--- src/rtl/frame_motion_updater.sv ---
// ============================================================================
// Module  : frame_motion_updater
// Brief   : Steps N_OBJ bouncing objects once per frame tick, one object/cycle.
// Revision: 1.0
// ============================================================================
`default_nettype none

module frame_motion_updater #(
    parameter int N_OBJ = 4,
    parameter int IDX_W = 2,
    parameter int STEP  = 2,
    parameter int X_MAX = 623,
    parameter int Y_MAX = 463
) (
    input  logic             clk,
    input  logic             reset,
    input  logic             tick,
    output logic             tick_clr,
    input  logic             load_en,
    input  logic [IDX_W-1:0] load_idx,
    input  logic [9:0]       load_x,
    input  logic [8:0]       load_y,
    input  logic [1:0]       load_dir,
    input  logic [IDX_W-1:0] rd_idx,
    output logic [9:0]       rd_x,
    output logic [8:0]       rd_y,
    output logic [1:0]       rd_dir,
    output logic             busy,
    output logic [15:0]      frame_cnt
);

    localparam logic [1:0] S_IDLE   = 2'd0;
    localparam logic [1:0] S_UPDATE = 2'd1;
    localparam logic [1:0] S_ACK    = 2'd2;

    localparam int               c_LAST_I = N_OBJ - 1;
    localparam logic [IDX_W-1:0] c_LAST   = c_LAST_I[IDX_W-1:0];
    localparam logic [IDX_W:0]   c_NOBJ   = N_OBJ[IDX_W:0];
    localparam logic [10:0]      c_STEP   = STEP[10:0];
    localparam logic [10:0]      c_XMAX   = X_MAX[10:0];
    localparam logic [10:0]      c_YMAX   = Y_MAX[10:0];

    logic [1:0]       state_q, state_d;
    logic [IDX_W-1:0] idx_q, idx_d;
    logic [15:0]      frame_cnt_q, frame_cnt_d;
    logic             tick_clr_q;
    logic [9:0]       x_q   [N_OBJ];
    logic [9:0]       x_d   [N_OBJ];
    logic [8:0]       y_q   [N_OBJ];
    logic [8:0]       y_d   [N_OBJ];
    logic [1:0]       dir_q [N_OBJ];
    logic [1:0]       dir_d [N_OBJ];

    logic [9:0]  w_sel_x, w_nx;
    logic [8:0]  w_sel_y, w_ny;
    logic [1:0]  w_sel_dir, w_ndir;
    logic [10:0] w_sx, w_sy;
    logic        w_last;
    logic        w_load_ok;

    // ---------------- FSM: state register ----------------
    always_ff @(posedge clk or posedge reset) begin
        if (reset) begin
            state_q <= S_IDLE;
        end else begin
            state_q <= state_d;
        end
    end

    // ---------------- FSM: next state ----------------
    always_comb begin
        state_d = state_q;
        case (state_q)
            S_IDLE:   if (tick) state_d = S_UPDATE;
            S_UPDATE: if (w_last) state_d = S_ACK;
            S_ACK:    if (!tick) state_d = S_IDLE;
            default:  state_d = S_IDLE;
        endcase
    end

    // ---------------- FSM: outputs ----------------
    always_comb begin
        busy = (state_q == S_UPDATE) || (state_q == S_ACK);
    end

    // ---------------- Datapath: selected object's next position ----------------
    always_comb begin
        w_last    = (idx_q == c_LAST);
        w_load_ok = (state_q == S_IDLE) && load_en && ({1'b0, load_idx} < c_NOBJ);
        w_sel_x   = x_q[idx_q];
        w_sel_y   = y_q[idx_q];
        w_sel_dir = dir_q[idx_q];
        w_sx      = {1'b0, w_sel_x} + c_STEP;
        w_sy      = {2'b0, w_sel_y} + c_STEP;
        w_ndir    = w_sel_dir;
        // Sums are 11 bits wide so the comparison against the limit cannot wrap
        if (!w_sel_dir[1]) begin
            if (w_sx > c_XMAX) begin
                w_nx      = c_XMAX[9:0];
                w_ndir[1] = 1'b1;
            end else begin
                w_nx = w_sx[9:0];
            end
        end else if ({1'b0, w_sel_x} < c_STEP) begin
            w_nx      = 10'd0;
            w_ndir[1] = 1'b0;
        end else begin
            w_nx = w_sel_x - c_STEP[9:0];
        end
        if (!w_sel_dir[0]) begin
            if (w_sy > c_YMAX) begin
                w_ny      = c_YMAX[8:0];
                w_ndir[0] = 1'b1;
            end else begin
                w_ny = w_sy[8:0];
            end
        end else if ({2'b0, w_sel_y} < c_STEP) begin
            w_ny      = 9'd0;
            w_ndir[0] = 1'b0;
        end else begin
            w_ny = w_sel_y - c_STEP[8:0];
        end
    end

    always_comb begin
        idx_d       = idx_q;
        frame_cnt_d = frame_cnt_q;
        if (state_q == S_IDLE) begin
            idx_d = '0;
        end else if (state_q == S_UPDATE) begin
            idx_d = w_last ? '0 : idx_q + 1'b1;
            if (w_last) frame_cnt_d = frame_cnt_q + 16'd1;
        end
        for (int i = 0; i < N_OBJ; i++) begin
            x_d[i]   = x_q[i];
            y_d[i]   = y_q[i];
            dir_d[i] = dir_q[i];
            if (w_load_ok && (load_idx == i[IDX_W-1:0])) begin
                x_d[i]   = load_x;
                y_d[i]   = load_y;
                dir_d[i] = load_dir;
            end
            if ((state_q == S_UPDATE) && (idx_q == i[IDX_W-1:0])) begin
                x_d[i]   = w_nx;
                y_d[i]   = w_ny;
                dir_d[i] = w_ndir;
            end
        end
    end

    always_ff @(posedge clk or posedge reset) begin
        if (reset) begin
            idx_q       <= '0;
            frame_cnt_q <= '0;
            tick_clr_q  <= 1'b0;
            for (int i = 0; i < N_OBJ; i++) begin
                x_q[i]   <= '0;
                y_q[i]   <= '0;
                dir_q[i] <= '0;
            end
        end else begin
            idx_q       <= idx_d;
            frame_cnt_q <= frame_cnt_d;
            tick_clr_q  <= (state_d == S_ACK);
            for (int i = 0; i < N_OBJ; i++) begin
                x_q[i]   <= x_d[i];
                y_q[i]   <= y_d[i];
                dir_q[i] <= dir_d[i];
            end
        end
    end

    // ---------------- Read port ----------------
    always_comb begin
        rd_x   = '0;
        rd_y   = '0;
        rd_dir = '0;
        for (int i = 0; i < N_OBJ; i++) begin
            if (rd_idx == i[IDX_W-1:0]) begin
                rd_x   = x_q[i];
                rd_y   = y_q[i];
                rd_dir = dir_q[i];
            end
        end
    end

    assign tick_clr  = tick_clr_q;
    assign frame_cnt = frame_cnt_q;

endmodule

`default_nettype wire
--- config.mk ---
export PLATFORM = sky130hd
export DESIGN_NAME = frame_motion_updater
export DESIGN_NICKNAME = d
export VERILOG_FILES = /design/src/rtl/frame_motion_updater.sv
export SDC_FILE = /design/constraint.sdc
export NUM_CORES = 1
export LEC_CHECK = 0
export ABC_AREA = 1
export BUFFER_PORTS_ARGS = -buffer_cell sky130_fd_sc_hd__clkbuf_2
export CAP_MARGIN = 20
export CORE_ASPECT_RATIO = 0.5
export CORE_UTILIZATION = 44
export DETAILED_ROUTE_END_ITERATION = 10
export PLACE_DENSITY = 0.66
export REMOVE_ABC_BUFFERS = 1
export SLEW_MARGIN = 20
export SYNTH_ARGS = -nofsm -noshare
export SYNTH_HDL_FRONTEND = slang
export SYNTH_SLANG_ARGS = --single-unit
--- constraint.sdc ---
create_clock -name clk -period 4.5 [get_ports clk]
set_input_delay 0.9 -clock clk [delete_from_list [all_inputs] [get_ports clk]]
set_output_delay 0.9 -clock clk [all_outputs]
set_load 0.01 [all_outputs]
==> qor.yml <==
n_fill_cell: 1730
die_w_um: 186
synth-simple-area-share_pct: 31.5
tns_ns: 0
cap_violations: 0
postRouteAntennaNets: 0
cts_root_buf: "clkbuf_16"
crit_path_frequent_cell: "clkbuf_2"
numCtsBuffers: 9
grt_pass1_wl_um: 37400
insertedDiodeCount: 0
layout-drive-gt1-share_pct: 15.0
vias: 7583
place_congestion: 0.902
core_area_mm2: 0.0165
ys_warn_count: 0
syn_inst: 1111
nets: 1207
drt_iter0_drc: 769
ys_async_sr_fraction_pct: 100
hold_violations: 0
dieArea_mm2: 0.0176
grt_pass1_vias: 6931
fin_crit_sh_pct: 77.7
wl_um: 23500
clockBufferDepth: 2
synth_mux_area_share_pct: 0
p_leak_uw: 0.00451
holdCritPathClass: "register to register"
grt_start_max_net_pins: 51
grt_antenna_before_repair: 0
synth_enable_flop_cells: 0
numPortBuffers: 67
clock-sinks: 105
worstPathArrival_ns: 2.60
ys_ff_latch: 105
synthAdderAreaFrac_pct: 2.34
cts_setup_buffers: 0
fp.dieH_um: 94.2
outcome: "completed"
skew_ns: 0.00991
criticalPathCategory: "input port to output port"
start_util_pct: 45.3
pin_count: 68
drc: 0
rsz0062_at_grt: "no"
area_growth_pct: 10.4
finalPower_uw: 6280
synth_compound_area_share_pct: 14.9
relSlewSlack_pct: 22.8
synth.distinct_cells: 41
worstSetupStartpointType: "input port"
worstPathMaxFanout: 13
synth_top_family_by_area: "simple AND/OR/NAND/NOR gates"
rows: 33
first_pass_iters: 6
slowest_delay_ns: 0.64
path_cells: "clkbuf_2 > inv_1 > nor2_1 > buf_4 > a221oi_1 > o21ai_0 > clkbuf_2"
yosysSeqAreaShare_pct: 35.1
p_per_area_mw_per_mm2: 760
slew_viol_final: 0
drt-wirelength-per-cell_um: 16.9
cts_resized: 0
overflow: 0
worst_slew_pin_slew_ns: 1.16
clkLatencyLatePin_ns: 0.35
syn-mean-instance-area_um2: 6.74
final_common_cell: "nand2_1"
synth_xor_area_share_pct: 2.57
required_ns: 3.60
cp-end-kind: "output port"
clkTransAtPathRegs_ns: 0.07
htreeDepth: 3
fmax_mhz: 286
synth_flop_cell: "dfrtp_1"
cts_tree: "built"
setup_viol: 0
ir_drop_mv: 0.282
hpwl_um: 15000
period_needed_ns: 3.50
netlist_area_mm2: 0.00748
via_per_inst: 5.44
mostFrequentLayoutCells: "nand2_1 (364), inv_1 (187), dfrtp_1 (105)"
grt_use_total_pct: 27.5
cp_slowest_cell: "nor2_1"
cts_hold_buf: 0
stage by stage:
stage	instances	worst slack, ns	hold WS [ns]	cell area, um^2	util [%]
6_report	1395	1.00	0.470	8260	50.0
5_1_grt	1395	0.956	0.490	8260	50.0
4_1_cts	1394	1.07	0.474	8250	49.9
3_5_place_dp	1379	1.07	0.462	7970	48.3
3_3_place_gp	1379	1.08	0.459	7970	48.3
2_1_floorplan	1072	0.839	0.465	7250	-
cells by family after synthesis:
family | after synthesis
compound gates | 184
xor+xnor | 22
fa+ha+maj | 14
buf+inv | 246
flops | 105
simple gates | 540
worst max-delay path, delay by kind of cell:
family / cells / cell delay [ns]
buffers and inverters: 4 / 0.76
and+or+nand+nor: 1 / 0.64
AOI/OAI and AO/OA: 2 / 0.27
cells in the mapped netlist, types with 8 or more instances:
cell      count  area [um^2]
nand3_2       9         90.1
xor2_1       16          140
inv_2        15         56.3
nand2_2      27          169
ha_1         14          175
o211ai_1     12         90.1
nand2_1     364         1370
dfrtp_1     105         2630
nand3_1      74          370
inv_1       188          706
buf_6         8         90.1
a21oi_1      34          170
o22ai_1      68          425
o21ai_0      40          200
clkbuf_1     17         63.8
nor2_2       10         62.6
nor2_1       32          120
path summary, 6_finish.rpt:
| kind | endpoint | start | slack, ns | cells past startpoint |
|---|---|---|---|---|
| hold / removal | frame_cnt[15] | frame_cnt[15] | 0.47 | 1 |
| setup / recovery | rd_y[3] | rd_idx[1] | 1.00 | 7 |
| hold reg to reg | frame_cnt[15] | frame_cnt[15] | 0.47 | 1 |
| min in group asynchronous | frame_cnt[15] | reset | 0.61 | 2 |
| max in group asynchronous | y_q[2] | reset | 2.95 | 3 |
| setup reg to reg | y_q[24] | idx_q[0] | 1.28 | 18 |
sequential cells by signal, indices dropped and copies added, names as in the netlist:
name	flops
state_q	2
x_q	40
idx_q	2
y_q	36
tick_clr	1
frame_cnt	16
dir_q	8
layout make-up:
| type | count | area [um^2] | area share, % |
|---|---|---|---|
| Clock buffer | 10 | 239 | 2.89 |
| Clock inverter | 5 | 40.0 | 0.484 |
| Inverter | 207 | 785 | 9.49 |
| Multi-Input combinational cell | 760 | 3840 | 46.5 |
| Sequential cell | 105 | 2630 | 31.8 |
| Tap cell | 227 | 284 | 3.44 |
| Timing Repair Buffer | 81 | 448 | 5.42 |
power breakdown:
group	leakage [uW]	internal [uW]	switching, uW
clock network	0.000133	393	379
registers	0.00133	1340	240
logic	0.00305	1240	2690
per-layer routing:
layer  vias to the layer above  track usage (%)  wire, um
met2                       347             44.3     10700
li1                       3617                -         -
met1                      3585             38.0     10300
met4                         0             6.54       357
met5                         -                0         0
met3                        34             5.19      2210
Note: power is estimated with default switching activity, not from simulation.
